`src/rtl/fetch_queue.sv`:
```
// ---------------------------------------------------------------------------
// fetch_queue
//
// Instruction fetch queue sitting between the frontend and the decoder.
// Each fetch beat carries up to NR_LANES fetch_entry_t records; the valid
// lanes are compacted into a circular buffer and handed to decode one per
// cycle in program order. A flush discards everything that is queued.
//
// Optional feature macro: CONFIG_IFQ_BYPASS_EN
//   When defined, an empty queue forwards the lowest valid lane of an
//   incoming beat straight onto the decode outputs in the same cycle.
//   When undefined, decode outputs come purely from registers.
//
// Ports:
//   clk_i            rising-edge clock
//   rst_i            synchronous active-high reset (clears pointers/count)
//   flush_i          discard all queued entries; wins over push and pop
//   fetch_valid_i    a fetch beat is present on fetch_entries_i
//   fetch_entries_i  NR_LANES entries, lane 0 oldest, each with .valid
//   fetch_ready_o    room for a whole beat (from registered count only)
//   decode_valid_o   decode_entry_o holds the oldest entry
//   decode_entry_o   head entry, all zeros when nothing to deliver
//   decode_ready_i   decoder takes the head this cycle
//   count_o          number of stored entries
// ---------------------------------------------------------------------------

package fetch_queue_pkg;

  localparam int IFQ_DEPTH       = 8;
  localparam int INSTR_PER_FETCH = 2;

  typedef struct packed {
    logic        valid;
    logic [3:0]  cause;
    logic [31:0] tval;
  } exception_t;

  typedef struct packed {
    logic        valid;
    logic        taken;
    logic [31:0] target;
  } branchpredict_t;

  typedef struct packed {
    logic           valid;
    logic [31:0]    address;
    logic [31:0]    instruction;
    branchpredict_t predict;
    exception_t     ex;
  } fetch_entry_t;

endpackage

module fetch_queue
  import fetch_queue_pkg::*;
#(
  parameter int DEPTH    = IFQ_DEPTH,
  parameter int NR_LANES = INSTR_PER_FETCH
) (
  input  logic                         clk_i,
  input  logic                         rst_i,
  input  logic                         flush_i,
  input  logic                         fetch_valid_i,
  input  fetch_entry_t [NR_LANES-1:0]  fetch_entries_i,
  output logic                         fetch_ready_o,
  output logic                         decode_valid_o,
  output fetch_entry_t                 decode_entry_o,
  input  logic                         decode_ready_i,
  output logic [$clog2(DEPTH+1)-1:0]   count_o
);

  // DEPTH must be a power of two so the pointers wrap for free.
  localparam int PW  = $clog2(DEPTH);
  localparam int CW  = $clog2(DEPTH+1);
  localparam int LW  = $clog2(NR_LANES+1);
  localparam int LIW = (NR_LANES > 1) ? $clog2(NR_LANES) : 1;

  fetch_entry_t  r_mem [DEPTH];
  logic [PW-1:0] r_rdPtr;
  logic [PW-1:0] r_wrPtr;
  logic [CW-1:0] r_count;

  logic          w_empty;
  logic          w_push;
  logic          w_pop;
  logic [NR_LANES-1:0] w_laneWrite;
  logic [PW-1:0] w_laneOffset [NR_LANES];
  logic [LW-1:0] w_nWrite;

  // Ready looks only at the registered count, so a pop in the same cycle
  // never opens room for a push.
  assign w_empty       = (r_count == '0);
  assign fetch_ready_o = (r_count <= CW'(DEPTH - NR_LANES));
  assign w_push        = fetch_valid_i & fetch_ready_o;
  assign count_o       = r_count;

  // Storage pop: only a stored head can be consumed; a bypassed lane is
  // never in storage, so it does not move the read pointer.
  assign w_pop = ~w_empty & decode_ready_i;

`ifdef CONFIG_IFQ_BYPASS_EN
  logic           w_anyLaneValid;
  logic [LIW-1:0] w_lowestLane;
  logic           w_bypass;
  logic           w_bypassTake;

  // Find the oldest valid lane of the incoming beat; scanning from the
  // top down leaves the lowest index in place.
  always_comb begin
    w_anyLaneValid = 1'b0;
    w_lowestLane   = '0;
    for (int l = NR_LANES-1; l >= 0; l--) begin
      if (fetch_entries_i[l].valid) begin
        w_anyLaneValid = 1'b1;
        w_lowestLane   = LIW'(l);
      end
    end
  end

  assign w_bypass     = w_empty & fetch_valid_i & ~flush_i & w_anyLaneValid;
  assign w_bypassTake = w_bypass & decode_ready_i;
`endif

  // Compaction: each written lane lands at wrPtr plus the number of
  // written lanes below it. A lane consumed through the bypass is skipped
  // so the remaining lanes close up behind it.
  always_comb begin
    logic [LW-1:0] acc;
    acc         = '0;
    w_laneWrite = '0;
    for (int l = 0; l < NR_LANES; l++) begin
      w_laneOffset[l] = PW'(acc);
      if (w_push && fetch_entries_i[l].valid) begin
        w_laneWrite[l] = 1'b1;
`ifdef CONFIG_IFQ_BYPASS_EN
        if (w_bypassTake && (LIW'(l) == w_lowestLane)) begin
          w_laneWrite[l] = 1'b0;
        end
`endif
      end
      if (w_laneWrite[l]) begin
        acc = acc + LW'(1);
      end
    end
    w_nWrite = acc;
  end

  // Pointer and occupancy bookkeeping. Flush shares the reset path, which
  // also drops any same-cycle push and pop.
  always_ff @(posedge clk_i) begin
    if (rst_i || flush_i) begin
      r_rdPtr <= '0;
      r_wrPtr <= '0;
      r_count <= '0;
    end else begin
      if (w_pop) begin
        r_rdPtr <= r_rdPtr + PW'(1);
      end
      r_wrPtr <= r_wrPtr + PW'(w_nWrite);
      r_count <= r_count + CW'(w_nWrite) - CW'(w_pop);
    end
  end

  // Entry storage has no reset; a beat that wraps past DEPTH-1 writes both
  // ends of the buffer in the same cycle through the modulo addition.
  always_ff @(posedge clk_i) begin
    if (!rst_i && !flush_i) begin
      for (int l = 0; l < NR_LANES; l++) begin
        if (w_laneWrite[l]) begin
          r_mem[r_wrPtr + w_laneOffset[l]] <= fetch_entries_i[l];
        end
      end
    end
  end

  // Decode side: stored head when present, otherwise the bypass lane if
  // that feature is built in, otherwise zeros so .valid tracks the valid.
  always_comb begin
    decode_entry_o = '0;
    decode_valid_o = ~w_empty;
    if (!w_empty) begin
      decode_entry_o = r_mem[r_rdPtr];
    end
`ifdef CONFIG_IFQ_BYPASS_EN
    else if (w_bypass) begin
      decode_entry_o = fetch_entries_i[w_lowestLane];
      decode_valid_o = 1'b1;
    end
`endif
  end

endmodule

```
`config.mk`:
```
export PLATFORM = sky130hd
export DESIGN_NAME = fetch_queue
export DESIGN_NICKNAME = d
export VERILOG_FILES = /design/src/rtl/fetch_queue.sv
export SDC_FILE = /design/constraint.sdc
export NUM_CORES = 1
export LEC_CHECK = 0
export BUFFER_PORTS_ARGS = -buffer_cell sky130_fd_sc_hd__buf_4
export CAP_MARGIN = 10
export CORE_ASPECT_RATIO = 1.75
export CORE_MARGIN = 3
export CORE_UTILIZATION = 55
export CTS_CLUSTER_DIAMETER = 40
export DETAILED_ROUTE_END_ITERATION = 8
export PLACE_DENSITY_LB_ADDON = 0.2
export SYNTH_ARGS = -nofsm -noshare
export SYNTH_HDL_FRONTEND = slang
export SYNTH_SLANG_ARGS = --single-unit
```
`constraint.sdc`:
```
create_clock -name clk_i -period 9.7 [get_ports clk_i]
set_input_delay 0.97 -clock clk_i [delete_from_list [all_inputs] [get_ports clk_i]]
set_output_delay 0.97 -clock clk_i [all_outputs]
set_load 0.005 [all_outputs]
```
### Word-level counts from Yosys, hierarchy flattened

Memories as Yosys holds them, arrays and structs flattened. A register that Yosys moved wholly into a read port is not among the register bits.
Cells that the tools add are included.

| operators by class | value |
|---|---|
| $add $sub $neg | 6 |
| magnitude comparators | 1 |
| multiplexer cells | 13 |
| bitwise logic cells | 3 |
| reduce and logical (&&, ||, !) cells | 7 |

Operator list:

| kind | count |
|---|---|
| 136-bit two-way mux | 1 |
| 1-bit two-way mux | 9 |
| 3-bit by 2-bit adder with 3-bit output | 2 |
| 3-bit two-way mux | 2 |
| 4-bit by 2-bit adder with 4-bit output | 1 |
| 4-bit by 3-bit <= comparator with 1-bit output (second input constant) | 1 |
| 4-bit zero test | 1 |
| 4-bit by 1-bit subtractor with 4-bit output | 1 |
| 3-bit by 1-bit adder with 3-bit output (second input constant) | 1 |
| 1-bit logical AND | 3 |
| 2-bit by 1-bit adder with 2-bit output (second input constant) | 1 |
| 1-bit AND | 2 |
| 1-bit zero test | 2 |
| 2-bit two-way mux | 1 |
| 1-bit logical OR | 1 |
| 1-bit inverter | 1 |

| storage, ports and cells | value |
|---|---|
| bits in registers | 10 |
| RAM bits | 1088 |
| input port bits | 277 |
| output and inout port bits | 142 |
| logic and storage cells | 34 |
| memories kept | 1 |

Memories:

| memory | depth | bits a word | rd ports | clocked after Yosys merged registers in | write ports | line | RTL |
|---|---|---|---|---|---|---|---|
| r_mem | 8 | 136 | 1 | 1 | 2 | 78 | `fetch_entry_t r_mem [DEPTH];` |

### Longest topological paths before layout

| depth | value |
|---|---|
| word-level depth | 9 |
| gate-level depth with buffers | 16 |
| gate-level depth less buffers | 14 |

### Worst setup path before layout

No wires, ideal clock.

| timing path | value |
|---|---|
| path kind | input to register |
| start point | in fetch_entries_i[135] in the netlist's numbering |
| end point | mem r_mem[3][0] in the netlist's numbering, enable pin |
| setup time | 0.633 ns |
| arrival time | 7.863 ns |
| slack | 1.204 ns |
| stages on the path | 8 |
| path through | buf_2 clkinv_1 nor2_1 ha_1 nand2b_1 o32ai_1 a22oi_1 nor2_1 |

RTL lines:

| what | line | RTL |
|---|---|---|
| start, declared | 64 | `input fetch_entry_t [NR_LANES-1:0] fetch_entries_i,` |
| end, declared | 78 |  |

==> results.toml <==
[clock_tree]
path_clk_slew_ns = 0.06
htreeDepth = 4
clkLatencyLatePin_ns = 0.74
cts_root_buf = "clkbuf_16"
post_cts_resized = 0
cts_buffer_depth = 3
cts_hold_buf = 0
cts_buffers = 131
cts.sinks = 1101
post-cts-setup-buffers = 0
cts_tree = "yes"

[worst_setup_path]
crit_chain = "buf_4, buf_12, mux4_2, mux2i_1, nor2_1, buf_4"
path_common_cell = "buf_4"
crit_slowest_cell = "buf_4"
slowest_delay_ns = 0.92
worstSetupPathType = "reg -> out"
critPathRequiredTime_ns = 8.73
cp-end-kind = "primary output"
crit_arrival_ns = 4.33
cp-start-kind = "register"
reg2reg_from = "count_o[3]"
path_max_fanout = 101

[pwr]
worst_ir_drop_vdd_v = 0.000236
cellPowerDensity_nw_per_um2 = 198
p_leak_nw = 20.4

[logic_synthesis]
syn_area_per_cell_sq_um = 18.0
async_reset_ff_share_pct = 0
yosys-top-cells-area = "edfxtp_1, mux2_2, mux4_2, mux2i_1, nor2_1"
synth_cell_types = 40
netlist_instances = 3052
netlist.area_leader.share_pct = 59.4
muxShareOfSynthArea_pct = 35.7
yosys_warnings = 0
synth_area_sq_um = 55000
synth_compound_area_share_pct = 0.359
ys_seq_area_share_pct = 59.9
synthSimpleGateAreaFrac_pct = 1.51
synth_flop_cell = "edfxtp_1"
yosysMostFrequentCell = "edfxtp_1"
synth_adder_area_share_pct = 0.323
synth_top_family_by_area = "multiplexers"
synth_common_cells = "edfxtp_1, mux2_2, mux4_2, nor2_1, mux2i_1"
synth_xor_area_share_pct = 0.143
syn_nets = 3342
synth-seq-cells = 1101
yosysTopAreaCell = "edfxtp_1"
synth_edf_count = 1088

[die]
core_sq_um = 98700
io_pins = 419
die_y_microns = 424
design.die.area_sq_um = 104000
start_util_pct = 55.7
die_w_microns = 245
row_count = 152

[sta]
slew_viol_final = 0
hold_viol = 0
skew_ns = 0.0256
relSlewSlack_pct = 23.7
setup_viol = 0
fmax_mhz = 189
finalSetupTns_ns = 0
worst_slew_pin_slew_ns = 1.14
post-route-min-period_ns = 5.30
rsz0062_at_grt = "no"
fin_crit_sh_pct = 54.7

[global_route]
grt_max_degree = 136
antenna_found_initial = 28
grt_overflow = 0
grt_pass1_wl_microns = 217000
grt.total_usage_pct = 28.3
grt_pass1_vias = 33792

[detailed_routing]
route.detailed.drc = 0
ant_nets = 0
dr.pass1.iters = 5
routed_via_density = 6.33
routed_wl_microns = 147000
vias = 30876
post_drt_wl_per_cell_microns = 30.0
drt_iter0_drc = 2196

[cells_and_area]
ff_latch_area_sq_um = 32900
multi_input_area_sq_um = 21000
final_nets = 3743
num-fill-cells = 6943
syn_to_final_growth_pct = 15.8
drive_above_1_share_pct = 57.5
finish.utilization_pct = 64.5

[min_path]
hold_start = "r_rdPtr[1]"
worstHoldPathType = "reg -> reg"

[run]
cap_violations = 0

[place]
gp_congestion = 0.795
hpwlAfterDp_microns = 78500
io_buffers = 418

[status]
status = "finished clean"
-- sequential cells by signal, indices dropped and copies added (netlist names), named ones only --
signal and flops:
r_rdPtr 3, r_wrPtr 3, count_o 4, r_mem 1088
-- where the power goes --
group | internal [mW] | switching, mW | leakage [nW]
clock | 2.93 | 1.99 | 2.09
sequential | 5.30 | 0.0348 | 9.90
combinational | 1.12 | 1.26 | 8.39
total | 9.35 | 3.29 | 20.4
-- routing by layer --
| layer | wire length [microns] | track usage [%] | vias up | part of all wire, % |
|---|---|---|---|---|
| met5 | 85 | 0 | - | 0.058 |
| met4 | 3660 | 8.82 | 12 | 2.5 |
| met3 | 12000 | 7.49 | 232 | 8.2 |
| met2 | 75300 | 48.8 | 1164 | 51 |
| met1 | 55500 | 35.0 | 16258 | 38 |
| li1 | - | - | 13210 | - |
-- final timing paths --
path | slack, ns | to | depth (start not counted)
max | 4.40 | decode_entry_o[116] | 6
min | 0.55 | register | 2
max reg2reg | 4.94 | r_mem[6][26] | 13
min reg2reg | 0.55 | register | 2
-- final cells by class --
| type | instances | area share (%) |
|---|---|---|
| inverters | 17 | 0.100 |
| diodes | 20 | 0.0786 |
| multi-input cells | 1725 | 33.0 |
| clock buffers | 156 | 5.53 |
| clock inverters | 72 | 1.25 |
| flip-flops and latches | 1101 | 51.7 |
| well taps | 1309 | 2.57 |
| repair buffers | 477 | 5.72 |
-- metrics by stage --
stage	total power, mW	instance area [sq um]	setup WS [ns]	instances	hold slack [ns]
after global placement	7.79	59300	4.78	4629	0.504
after floorplan	6.62	55000	1.20	3052	0.485
after CTS	12.7	63600	4.22	4857	0.520
after detailed placement	7.83	59300	4.71	4629	0.526
final	12.6	63700	4.40	4877	0.547
after global routing	13.1	63700	4.03	4868	0.540
-- placed cells by master, fill, tap and decap left out, types with 10 or more instances in the layout --
cell / netlist / layout
mux2i_1: 137 / 137
mux4_2: 272 / 272
diode_2: 0 / 20
edfxtp_1: 1088 / 1088
buf_4: 36 / 472
ha_1: 11 / 11
inv_1: 16 / 16
dfxtp_1: 13 / 10
bufinv_16: 0 / 12
clkinv_2: 0 / 13
mux2_2: 1072 / 1072
clkbuf_1: 50 / 18
nor2_1: 159 / 151
clkinv_1: 1 / 14
clkbuf_16: 0 / 138
-- worst max-delay path: cells and delay by family, from the launching register on --
| kind | cells | cell delay, ns |
|---|---|---|
| DFF | 1 | 0.69 |
| buffers and inverters | 3 | 1.85 |
| and+or+nand+nor | 1 | 0.11 |
| muxes | 2 | 0.77 |
-- cells by family (layout without fill, tap and decap cells) --
family	Yosys count	count (layout)
AO/OA/AOI/OAI	26	26
XOR/XNOR	9	9
adder cells (fa/ha/maj)	13	13
buffers and inverters	226	722
flip-flops	1101	1101
multiplexers	1489	1489
other	0	20
AND/OR/NAND/NOR	188	188
Note: power is estimated with default switching activity, not from simulation.
